[src/rtl/matrix_result_writer_if.sv]
// matrix_result_writer_if: producer handshake, element stream and BRAM write port of the result writer
interface matrix_result_writer_if #(
  parameter int ADDR_WIDTH = 9,
  parameter int DATA_WIDTH = 32
);
  logic                  write_request;
  logic                  write_ready;
  logic [2:0]            matrix_id;
  logic [7:0]            actual_rows;
  logic [7:0]            actual_cols;
  logic [7:0]            matrix_name [0:7];
  logic [DATA_WIDTH-1:0] data_in;
  logic                  data_valid;
  logic                  writer_ready;
  logic                  write_done;
  logic                  write_err;
  logic                  mem_we;
  logic [ADDR_WIDTH-1:0] mem_addr;
  logic [DATA_WIDTH-1:0] mem_wdata;
  modport master (
    output write_request, matrix_id, actual_rows, actual_cols, matrix_name, data_in, data_valid,
    input  write_ready, writer_ready, write_done, write_err, mem_we, mem_addr, mem_wdata
  );
  modport slave (
    input  write_request, matrix_id, actual_rows, actual_cols, matrix_name, data_in, data_valid,
    output write_ready, writer_ready, write_done, write_err, mem_we, mem_addr, mem_wdata
  );
endinterface

[src/rtl/matrix_result_writer.sv]
// matrix_result_writer: writes metadata plus a row-major element stream into a BRAM slot; MATRIX_WRITER_ZERO_FILL_EN adds zero fill of the unused slot tail
`ifndef MATRIX_BLOCK_SIZE
`define MATRIX_BLOCK_SIZE 64
`endif
`ifndef MATRIX_ADDR_WIDTH
`define MATRIX_ADDR_WIDTH 9
`endif
`ifndef MATRIX_METADATA_WORDS
`define MATRIX_METADATA_WORDS 4
`endif
module matrix_result_writer #(
  parameter int BLOCK_SIZE = `MATRIX_BLOCK_SIZE,
  parameter int ADDR_WIDTH = `MATRIX_ADDR_WIDTH,
  parameter int DATA_WIDTH = 32,
  parameter int META_WORDS = `MATRIX_METADATA_WORDS
) (
  input logic clk,
  input logic rst_n,
  matrix_result_writer_if.slave bus
);
  localparam int CAP = BLOCK_SIZE - META_WORDS;
`ifdef MATRIX_WRITER_ZERO_FILL_EN
  typedef enum logic [2:0] {IDLE, WRITE_META, ACCEPT_DATA, ZERO_FILL, DONE} state_t;
`else
  typedef enum logic [2:0] {IDLE, WRITE_META, ACCEPT_DATA, DONE} state_t;
`endif
  state_t state, nxt;
  logic [15:0] cnt, total, off, req_total;
  logic [7:0] rows, cols;
  logic [7:0][7:0] name;
  logic [ADDR_WIDTH-1:0] base;
  logic [DATA_WIDTH-1:0] meta, wdata;
  logic req_err, accept, last_meta, last_beat, wr, zf;
  assign req_total = 16'(bus.actual_rows) * 16'(bus.actual_cols);
  assign req_err = 32'(bus.matrix_id) >= 32'd8 || 32'(req_total) > 32'(CAP);
  assign accept = state == ACCEPT_DATA && bus.data_valid;
  assign last_meta = cnt == 16'(META_WORDS - 1);
  assign last_beat = cnt == total - 16'd1;
`ifdef MATRIX_WRITER_ZERO_FILL_EN
  assign zf = state == ZERO_FILL;
`else
  assign zf = 1'b0;
`endif
  assign wr = state == WRITE_META || accept || zf;
  assign off = state == WRITE_META ? cnt : 16'(META_WORDS) + cnt;
  assign meta = cnt == 16'd0 ? DATA_WIDTH'({cols, rows}) :
                cnt == 16'd1 ? DATA_WIDTH'(name[3:0]) :
                cnt == 16'd2 ? DATA_WIDTH'(name[7:4]) : '0;
  assign wdata = state == WRITE_META ? meta : zf ? '0 : bus.data_in;
  assign bus.write_ready = state == IDLE;
  assign bus.writer_ready = state == ACCEPT_DATA;
  // state register
  always_ff @(posedge clk or negedge rst_n)
    if (!rst_n) state <= IDLE;
    else state <= nxt;
  // next-state: metadata, then data beats, then optional tail fill, then one DONE cycle
  always_comb begin
    nxt = state;
    case (state)
      IDLE:        nxt = !bus.write_request ? IDLE : req_err ? DONE : WRITE_META;
      WRITE_META:  nxt = !last_meta ? WRITE_META : total != 16'd0 ? ACCEPT_DATA : DONE;
      ACCEPT_DATA: nxt = !(accept && last_beat) ? ACCEPT_DATA :
`ifdef MATRIX_WRITER_ZERO_FILL_EN
                         32'(total) < 32'(CAP) ? ZERO_FILL :
`endif
                         DONE;
`ifdef MATRIX_WRITER_ZERO_FILL_EN
      ZERO_FILL:   nxt = cnt == 16'(CAP - 1) ? DONE : ZERO_FILL;
`endif
      DONE:        nxt = IDLE;
      default:     nxt = IDLE;
    endcase
  end
  // request latch, beat/word counter and registered BRAM port; cnt keeps counting past the last beat to address the tail fill
  always_ff @(posedge clk or negedge rst_n)
    if (!rst_n) begin
      cnt <= '0;
      total <= '0;
      rows <= '0;
      cols <= '0;
      name <= '0;
      base <= '0;
      bus.write_err <= 1'b0;
      bus.write_done <= 1'b0;
      bus.mem_we <= 1'b0;
      bus.mem_addr <= '0;
      bus.mem_wdata <= '0;
    end else begin
      cnt <= state == IDLE || state == DONE || (state == WRITE_META && last_meta) ? '0 : wr ? cnt + 16'd1 : cnt;
      bus.write_done <= state == DONE;
      bus.mem_we <= wr;
      if (wr) begin
        bus.mem_addr <= base + ADDR_WIDTH'(off);
        bus.mem_wdata <= wdata;
      end
      if (state == IDLE && bus.write_request) begin
        base <= ADDR_WIDTH'(32'(bus.matrix_id) * 32'(BLOCK_SIZE));
        rows <= bus.actual_rows;
        cols <= bus.actual_cols;
        total <= req_total;
        bus.write_err <= req_err;
        for (int i = 0; i < 8; i++) name[i] <= bus.matrix_name[i];
      end
    end
endmodule

[src/flat_wrapper.sv]
// flat-port wrapper written by rule: the top's interface ports become plain ports
module matrix_result_writer_flat 
#(
  parameter int BLOCK_SIZE = `MATRIX_BLOCK_SIZE,
  parameter int ADDR_WIDTH = `MATRIX_ADDR_WIDTH,
  parameter int DATA_WIDTH = 32,
  parameter int META_WORDS = `MATRIX_METADATA_WORDS
)
  (clk, rst_n, bus_write_request, bus_matrix_id, bus_actual_rows, bus_actual_cols, bus_matrix_name, bus_data_in, bus_data_valid, bus_write_ready, bus_writer_ready, bus_write_done, bus_write_err, bus_mem_we, bus_mem_addr, bus_mem_wdata);
  matrix_result_writer_if #(.ADDR_WIDTH(ADDR_WIDTH), .DATA_WIDTH(DATA_WIDTH)) bus_i ();
  input logic clk;
  input logic rst_n;
  input wire logic [$bits(bus_i.write_request)-1:0] bus_write_request;
  input wire logic [$bits(bus_i.matrix_id)-1:0] bus_matrix_id;
  input wire logic [$bits(bus_i.actual_rows)-1:0] bus_actual_rows;
  input wire logic [$bits(bus_i.actual_cols)-1:0] bus_actual_cols;
  input wire logic [$bits(bus_i.matrix_name)-1:0] bus_matrix_name;
  input wire logic [$bits(bus_i.data_in)-1:0] bus_data_in;
  input wire logic [$bits(bus_i.data_valid)-1:0] bus_data_valid;
  output wire logic [$bits(bus_i.write_ready)-1:0] bus_write_ready;
  output wire logic [$bits(bus_i.writer_ready)-1:0] bus_writer_ready;
  output wire logic [$bits(bus_i.write_done)-1:0] bus_write_done;
  output wire logic [$bits(bus_i.write_err)-1:0] bus_write_err;
  output wire logic [$bits(bus_i.mem_we)-1:0] bus_mem_we;
  output wire logic [$bits(bus_i.mem_addr)-1:0] bus_mem_addr;
  output wire logic [$bits(bus_i.mem_wdata)-1:0] bus_mem_wdata;
  assign bus_i.write_request = bus_write_request;
  assign bus_i.matrix_id = bus_matrix_id;
  assign bus_i.actual_rows = bus_actual_rows;
  assign bus_i.actual_cols = bus_actual_cols;
  assign bus_i.matrix_name = {>>{bus_matrix_name}};
  assign bus_i.data_in = bus_data_in;
  assign bus_i.data_valid = bus_data_valid;
  assign bus_write_ready = bus_i.write_ready;
  assign bus_writer_ready = bus_i.writer_ready;
  assign bus_write_done = bus_i.write_done;
  assign bus_write_err = bus_i.write_err;
  assign bus_mem_we = bus_i.mem_we;
  assign bus_mem_addr = bus_i.mem_addr;
  assign bus_mem_wdata = bus_i.mem_wdata;
  matrix_result_writer #(.BLOCK_SIZE(BLOCK_SIZE), .ADDR_WIDTH(ADDR_WIDTH), .DATA_WIDTH(DATA_WIDTH), .META_WORDS(META_WORDS)) u_core (.clk(clk), .rst_n(rst_n), .bus(bus_i));
endmodule
[config.mk]
export PLATFORM = sky130hd
export DESIGN_NAME = matrix_result_writer_flat
export DESIGN_NICKNAME = d
export VERILOG_FILES = /design/src/rtl/matrix_result_writer_if.sv /design/src/rtl/matrix_result_writer.sv /design/src/flat_wrapper.sv
export SDC_FILE = /design/constraint.sdc
export NUM_CORES = 1
export LEC_CHECK = 0
export BUFFER_PORTS_ARGS = -buffer_cell sky130_fd_sc_hd__buf_2
export CAP_MARGIN = 25
export CORE_AREA = 4 4 177 179
export DETAILED_ROUTE_END_ITERATION = 16
export DIE_AREA = 0 0 181 183
export GPL_ROUTABILITY_DRIVEN = 0
export SKIP_LAST_GASP = 1
export SLEW_MARGIN = 0
export SYNTH_ARGS = -nofsm -noshare
export SYNTH_HDL_FRONTEND = slang
export SYNTH_SLANG_ARGS = --single-unit
[constraint.sdc]
create_clock -name clk -period 3 [get_ports clk]
set_input_delay 0.45 -clock clk [delete_from_list [all_inputs] [get_ports clk]]
set_output_delay 0.45 -clock clk [all_outputs]
set_load 0.03 [all_outputs]
Word-level counts from Yosys, hierarchy flattened
Cells that the tools add are included.
{ "totals": {"ff_bits": 162, "latch_bits": 0, "mem_bits_rw": 0, "mem_bits_ro": 0, "inputBits": 119, "out_inout_bits": 46, "mem_count": 0} }
{ "op_classes": {"addsub": 4, "n_mul": 1, "n_div": 0, "n_lt_le_gt_ge": 1, "eq_ne": 7, "n_shift": 0, "n_mux": 13, "bitwise_logic": 0, "n_reduce_logical": 11} }
{ "op_table": {"columns": ["op", "n"], "rows": [
  ["two-way mux 32 bit", 4],
  ["equality test 16 x 2 -> 1 bit (second input constant)", 2],
  ["two-way mux 16 bit", 2],
  ["adder 16 x 1 -> 16 bit (second input constant)", 1],
  ["equality test 16 x 1 -> 1 bit (second input constant)", 1],
  ["equality test 16 bit", 1],
  ["greater-than comparator 16 x 6 -> 1 bit (second input constant)", 1],
  ["zero test 16 bit", 1],
  ["multiplier 8 x 8 -> 16 bit", 1],
  ["nonzero test 16 bit", 1],
  ["subtractor 16 x 1 -> 16 bit (second input constant)", 1],
  ["adder 3 x 9 -> 9 bit (first input constant)", 1],
  ["adder 9 bit", 1],
  ["two-way mux 9 bit", 1],
  ["case mux 3 bit (3 select lines)", 1],
  ["equality test 3 x 2 -> 1 bit (second input constant)", 2],
  ["two-way mux 3 bit", 2],
  ["logical AND 1 bit", 4],
  ["equality test 3 x 1 -> 1 bit (second input constant)", 1],
  ["zero test 3 bit", 1],
  ["logical OR 1 bit", 3],
  ["two-way mux 1 bit", 2],
  ["two-way mux 2 bit", 1],
  ["nonzero test 2 bit", 1]
]} }

Logic depth before layout (Yosys ltp)
Gate-level depths: netlist (run 1).
{ "logic_depth": {"depth_word": 5, "mapped_depth": 18, "mapped_depth_nobuf": 17} }

Least setup slack after synthesis (run 1)
Ideal clock, no wire load.
{ "synth_path": {"path_type": "in2reg", "from": "input port bus_actual_rows[0]", "to": "register u_core.bus.write_err", "arrival_ns": 4.447, "required_time_ns": 2.859, "setup_slack_ns": -1.588, "stages": 16, "path_buffers": 1, "cell_sequence": "clkbuf_1 nand2_1 fa_1 fa_1 inv_1 fa_1 inv_1 fa_1 inv_1 ha_1 or4_1 o22ai_2 xor2_1 nand3_1 and4bb_1 a31oi_1"} }
{ "synth_via": {"elab_chain_len": 2} }
{ "synth_lines": {"columns": ["item", "line_no", "rtl"], "rows": [
  ["start: declaration", "flat_wrapper.sv:15", "input wire logic [$bits(bus_i.actual_rows)-1:0] bus_actual_rows;"],
  ["multiplier 8 x 8 -> 16 bit", "matrix_result_writer.sv:34", "assign req_total = 16'(bus.actual_rows) * 16'(bus.actual_cols);"],
  ["greater-than comparator 16 x 6 -> 1 bit", "matrix_result_writer.sv:35", "assign req_err = 32'(bus.matrix_id) >= 32'd8 || 32'(req_total) > 32'(CAP);"],
  ["end signal: assignment", "matrix_result_writer.sv:101", "bus.write_err <= req_err;"],
  ["end: declaration", "matrix_result_writer_if.sv:26", "output write_ready, writer_ready, write_done, write_err, mem_we, mem_addr, mem_wdata"]
]} }
No other way between the ends.
A chain may end at the register's enable or synchronous reset.

Worst setup path in the final report (run 1)
{ "layout_path": {"from": "input port bus_actual_cols[6]", "to": "register u_core.state[1]"} }
{ "layout_via": {"elab_chain_len": 5} }
{ "layout_lines": {"columns": ["item", "line_no", "rtl"], "rows": [
  ["start: declaration", "flat_wrapper.sv:16", "input wire logic [$bits(bus_i.actual_cols)-1:0] bus_actual_cols;"],
  ["multiplier 8 x 8 -> 16 bit", "matrix_result_writer.sv:34", null],
  ["greater-than comparator 16 x 6 -> 1 bit", "matrix_result_writer.sv:35", null],
  ["two-way mux 2 bit", "matrix_result_writer.sv:60", "IDLE: nxt = !bus.write_request ? IDLE : req_err ? DONE : WRITE_META;"],
  ["two-way mux 3 bit", "matrix_result_writer.sv:60", null],
  ["case mux 3 bit (3 select lines)", "matrix_result_writer.sv:59", "case (state)"],
  ["via u_core.nxt[1]", "matrix_result_writer.sv:27", "state_t state, nxt;"],
  ["end signal: assignment", "matrix_result_writer.sv:55", "else state <= nxt;"],
  ["end: declaration", "matrix_result_writer.sv:27", null]
]} }
The timed path passes the listed nets, and every way through them passes these cells.

==> out/qor.csv, run 1 <==
metric,value,unit
final WL,25500,µm
status,"finished, violations left",
vias,7650,
"EDFF count, synth",0,
Main synth FF type,dfrtp_1,
Max Cap Viol,0,
Pwr Density,992,nW/µm²
met1 Resource Use GR,0.219,
largest net degree at the start of global routing,72,
CTS buffer count,17,
CP Class,in -> reg,
Yosys reg bits,161,
unrepaired setup endpoints after global routing,true,
crit start category,input pin,
Peak supply drop,0.453,mV
share of power burned in combinational logic,0.521,
# rows,63,
number of routed nets with antenna violations,0,
Final Util,0.432,
dpl hpwl,19500,µm
gr usage total,0.154,
Internal Power,7.45,mW
worst relative slew slack,0.553,
worst hold slack,0.0240,ns
Syn Area/Cell,10.5,µm²
syn_nets,1162,
"CTS clk-pin slew, worst paths",0.07,ns
Clock Tree Buf Depth,2,
sequential share of the synthesized area,0.401,
CTS tree,yes,
synth warn,0,
failing checks,setup timing,
met3 Usage GRT,0.0333,
post-layout minimum cycle time,3.97,ns
CTS Sinks,161,
CP arrival,4.26,ns
drt pass-1 iters,5,
asr flop ratio synth,1.00,
Worst setup EP type,flip-flop,
Overflow after GRT,0,
final max-slew violation count,0,
Worst path max stage delay,0.56,ns
Mapped Cells,957,
global-route wire length before repair,42100,µm
Clock Skew,0.0111,ns
critical path required time,3.29,ns
CORE AREA,29600,µm²
IO Pins,165,
GRT busiest layer,met2,
Setup-failing EPs final,12,
fillcell total,2935,
Wirelength per Cell,16.2,µm
"Clk Latency, worst-skew pair",0.43,ns
total die area,33100,µm²
final net count,1379,
Placed Area,11700,µm²
initial antenna violation count,4,
DIE HEIGHT,183,µm
Netlist cell types,68,
crit-path cells,buf_8 -> and2_4 -> fa_1 -> fa_1 -> fa_1 -> inv_1 -> fa_1 -> inv_2 -> ha_4 -> or4_4 -> o22ai_2 -> xor2_1 -> nand3_1 -> and4bb_1 -> a31oi_1,
Switching Share,0.412,
Tcrit/Tclk final,1.32,
vias per cell,4.85,
Worst-Margin Slew,0.671,ns
fin worst setup slack,-0.972,ns
number of buffers added on ports,164,
CTS Hold Bufs,0,
dpl cells,1533,
clock power share,0.177,
clock root buffer,clkbuf_16,
GR Util met2,0.246,
Die X,181,µm
CP dominant cell by count,fa_1,
CTS HTree Levels,4,
post-route insts no fill,1577,
Leak,5.80,nW
synthesized area,10100,µm²
Reg power frac,0.302,
Max Clock Freq,252,MHz
Final Hold Vio Count,0,
Layout area overhead,27.0,%
CP max-delay cell,fa_1,
Hold Crit Class,in -> async,
# DRC,0,
Sw Pwr,5.22,mW
drt initial violations,325,
critical path peak fanout,7,
final instance area,12800,µm²
vias in the first global route,7847,
Initial Utilization,0.340,
layout cell share with drive strength beyond 1,0.388,
[layout by cell type (no fill, tap or decap), types with 16 or more instances in the layout]
cell type,n
and2_1,37
xor2_1,19
and2_4,16
nand2_1,60
fa_1,33
o21ai_0,24
inv_1,54
nor2_1,114
buf_2,150
a22o_1,16
o31ai_1,17
buf_6,17
xnor2_1,29
a221oi_1,22
ha_1,37
buf_4,74
clkbuf_16,17
dfrtp_1,161
mux2_2,86
[worst max-delay path, delay by kind of cell]
kind / cells / cell delay, ns
buffers and inverters: 3 / 0.20
AOI/OAI and AO/OA: 2 / 0.21
and+or+nand+nor: 4 / 1.00
adders and majority gates: 5 / 2.18
xor gates and xnor gates: 1 / 0.21
[final timing paths]
kind | to | from | cells past startpoint | slack, ns
setup / recovery | u_core.state[1] | bus_actual_cols[6] | 15 | -0.97
hold / removal | u_core.bus.mem_wdata[28] | rst_n | 1 | 0.02
setup reg to reg | u_core.bus.mem_wdata[9] | u_core.cnt[2] | 10 | 0.41
hold reg to reg | u_core.bus.mem_addr[7] | u_core.bus.mem_addr[7] | 2 | 0.46
max in group asynchronous | u_core.cols[6] | rst_n | 2 | 2.14
min in group clk | u_core.name[19] | bus_matrix_name[43] | 2 | 0.25
[per-stage QoR]
stage               total power [mW]  TNS (ns)  worst slack [ns]
floorplan                       8.23     -8.73             -1.16
global placement                9.93    -13.76             -1.42
detailed placement              10.0    -14.56             -1.53
CTS                             12.7     -7.21            -0.936
global route                    13.7     -9.19             -1.12
finish                          12.7     -7.57            -0.972
[synth_stat cells (all sizes together), types with 4 or more instances]
library cell	n	area, µm²
and3	5	31.3
a21oi	22	110
mux2	88	991
and2	54	344
nand4	5	31.3
nor4	5	52.6
o21ai	45	225
o22ai	4	31.3
nand2	63	236
o31ai	17	128
ha	49	613
fa	37	741
a31oi	5	31.3
nand2b	5	31.3
inv	63	236
dfrtp	161	4030
clkbuf	28	128
xor2	21	184
nor2	115	432
xnor2	30	263
a221oi	32	343
a22o	16	140
nor3	14	91.3
buf	20	195
nand3	16	85.1
[logic make-up (layout without fill, tap and decap cells)]
| family | after synthesis | in the layout | share of synthesized area |
|---|---|---|---|
| other | 0 | 1 | 0 |
| adder cells (fa/ha/maj) | 86 | 86 | 0.135 |
| multiplexers | 90 | 90 | 0.101 |
| flip-flops | 161 | 161 | 0.401 |
| XOR/XNOR | 51 | 51 | 0.0444 |
| AND/OR/NAND/NOR | 296 | 296 | 0.146 |
| buffers and inverters | 112 | 341 | 0.0567 |
| AO/OA/AOI/OAI | 161 | 161 | 0.117 |
[repair_timing]
item	4_1_cts	5_1_grt
hold endpoints to repair	0	0
setup buffers	11	8
pin swaps	44	32
setup endpoints to repair	13	13
gates resized for setup	77	11
[final cells by class]
type,instances,area (µm²),share of cell area
multi-input combinational,684,5820,0.456
clock buffer,17,425,0.0333
clock inverter,14,168,0.0131
tap,390,488,0.0382
sequential,161,4030,0.316
antenna,1,2.50,0.000196
inverter,63,236,0.0185
timing repair buffer,247,1600,0.126
[state kept, by name (all words and copies together), names as in the netlist]
name and count:
u_core.bus.mem_wdata 32, u_core.cols 8, u_core.name 64, u_core.bus.mem_addr 9, u_core.state 2, u_core.base 3, u_core.bus.write_err 1, u_core.bus.mem_we 1
u_core.total 16, u_core.bus.write_done 1, u_core.rows 8, u_core.cnt 16
[routing by layer]
layer | share of wire | vias to the layer above
met3 | 0.043 | 30
li1 | - | 3732
met1 | 0.48 | 3737
met4 | 0.011 | 6
met5 | 0.0011 | -
met2 | 0.47 | 145
[power by group through the flow]
stage,Clock (mW),Sequential (mW),Combinational (mW)
detailed placement,0,3.87,6.17
global route,2.41,3.96,7.31
global placement,0,3.83,6.10
floorplan,0,4.21,4.02
CTS,2.30,3.83,6.59
finish,2.24,3.83,6.60
Power figures use the tool's default switching activity.
==> inputs of run 2 (changes only) <==
- PLACE_DENSITY: default -> 0.62
==> out/qor.csv, run 2 (synthesized netlist as in run 1, its figures left out) <==
metric,value,unit
unrepaired setup endpoints after global routing,true,
# rows,63,
CTS HTree Levels,4,
Clock Tree Buf Depth,2,
Tcrit/Tclk final,1.33,
largest net degree at the start of global routing,66,
Overflow after GRT,0,
CP Class,in -> reg,
Die X,181,µm
CTS buffer count,17,
Reg2Reg Depth,10,
final net count,1380,
worst relative slew slack,0.518,
final WL,26500,µm
CP arrival,4.29,ns
"commonest non-fill, non-tap cell in the layout",dfrtp_1,
Regs by FF count,"u_core.name x64, u_core.bus.mem_wdata x32",
crit start category,input pin,
Pwr Density,1010,nW/µm²
max reg flops,64,
critical path required time,3.30,ns
Leak,5.86,nW
Peak supply drop,0.519,mV
Max Cap Viol,0,
Worst setup EP type,flip-flop,
setup TNS,-7.64,ns
CTS Hold Bufs,0,
vias per cell,4.95,
drt pass-1 iters,4,
initial antenna violation count,3,
Final Hold Vio Count,0,
fillcell total,2852,
"CTS clk-pin slew, worst paths",0.06,ns
Initial Utilization,0.340,
# DRC,0,
dpl hpwl,20000,µm
IO Pins,165,
layout cell share with drive strength beyond 1,0.403,
Placed Area,11700,µm²
most flop-heavy register,u_core.name,
critical path peak fanout,5,
"Clk Latency, worst-skew pair",0.43,ns
Max Clock Freq,251,MHz
clock root buffer,clkbuf_16,
Wirelength per Cell,16.8,µm
final max-slew violation count,0,
status,"finished, violations left",
gr usage total,0.157,
failing checks,setup timing,
final instance area,12900,µm²
global-route wire length before repair,42400,µm
number of routed nets with antenna violations,0,
Pwr Total,13.1,mW
Layout area overhead,28.8,%
vias in the first global route,7969,
post-layout minimum cycle time,3.99,ns
vias,7818,
CORE AREA,29600,µm²
drt initial violations,287,
CTS Sinks,161,
number of buffers added on ports,164,
Clock Skew,0.00884,ns
Worst-Margin Slew,0.723,ns
fin worst setup slack,-0.991,ns
"commonest non-fill, non-tap cells in the layout","161 x dfrtp_1, 151 x buf_2, 112 x nor2_1",
Hold Crit Class,in -> async,
DIE HEIGHT,183,µm
Setup-failing EPs final,12,
total die area,33100,µm²
CTS tree,yes,
## run 2: changes by cell type in the layout (fill, tap and decap cells not counted), sizes merged
cell	delta
buf	+1
bufinv	+2
clkbuf	+4
clkinv	+2
clkinvlp	+1
diode	+1
inv	-8
## run 2: final timing paths
check,startpoint,endpoint,slack (ns)
max,bus_actual_rows[2],u_core.bus.write_err,-0.99
min,rst_n,u_core.bus.mem_wdata[24],0.03
max reg2reg,u_core.cnt[2],u_core.bus.mem_wdata[9],0.50
min reg2reg,u_core.bus.mem_addr[6],u_core.bus.mem_addr[6],0.48
max in group asynchronous,rst_n,u_core.name[11],2.17
min in group clk,bus_matrix_name[29],u_core.name[37],0.25
## run 2: worst max-delay path, stage by stage
cell	delay, ns
buf_8	0.11
and2_4	0.15
fa_1	0.51
fa_1	0.51
fa_1	0.52
inv_1	0.05
fa_1	0.49
inv_2	0.05
ha_4	0.26
o21a_1	0.13
o21a_1	0.21
o22ai_4	0.15
xor2_1	0.24
nand3_1	0.09
and4bb_1	0.28
a31oi_1	0.09
## run 2: routing by layer
layer	up-vias	track usage	wire [µm]
met5	-	0	13
met4	2	0.0402	362
met3	23	0.0371	1270
met2	159	0.247	12600
met1	3900	0.220	12300
li1	3734	-	-
## run 2: timing repair
item                       CTS  global route
pin swaps                   31            41
gates resized for setup     64            43
setup buffers               17             6
setup endpoints to repair   12            13
## run 2: metrics by stage
stage	hold WS [ns]	setup WS, ns	std cells	util
global route	0.0647	-1.08	1579	0.438
CTS	0.0441	-0.914	1575	0.430
finish	0.0284	-0.991	1580	0.438
global placement	0.450	-1.37	1532	0.397
floorplan	0.154	-1.16	957	-
detailed placement	0.453	-1.49	1532	0.397
## run 2: layout make-up
cell class	instances	area (µm²)	area share
Sequential cell	161	4030	0.311
Inverter	63	236	0.0183
Timing Repair Buffer	248	1640	0.127
Clock buffer	21	470	0.0363
Clock inverter	11	178	0.0137
Multi-Input combinational cell	684	5900	0.456
Antenna cell	2	5.00	0.000387
Tap cell	390	488	0.0377
## run 2: where the power goes
part	leakage [nW]	switching [mW]	internal [mW]	total (mW)
Clock	0.311	0.921	1.47	2.39
Combinational	3.62	3.74	3.15	6.89
Sequential	1.93	0.666	3.16	3.83
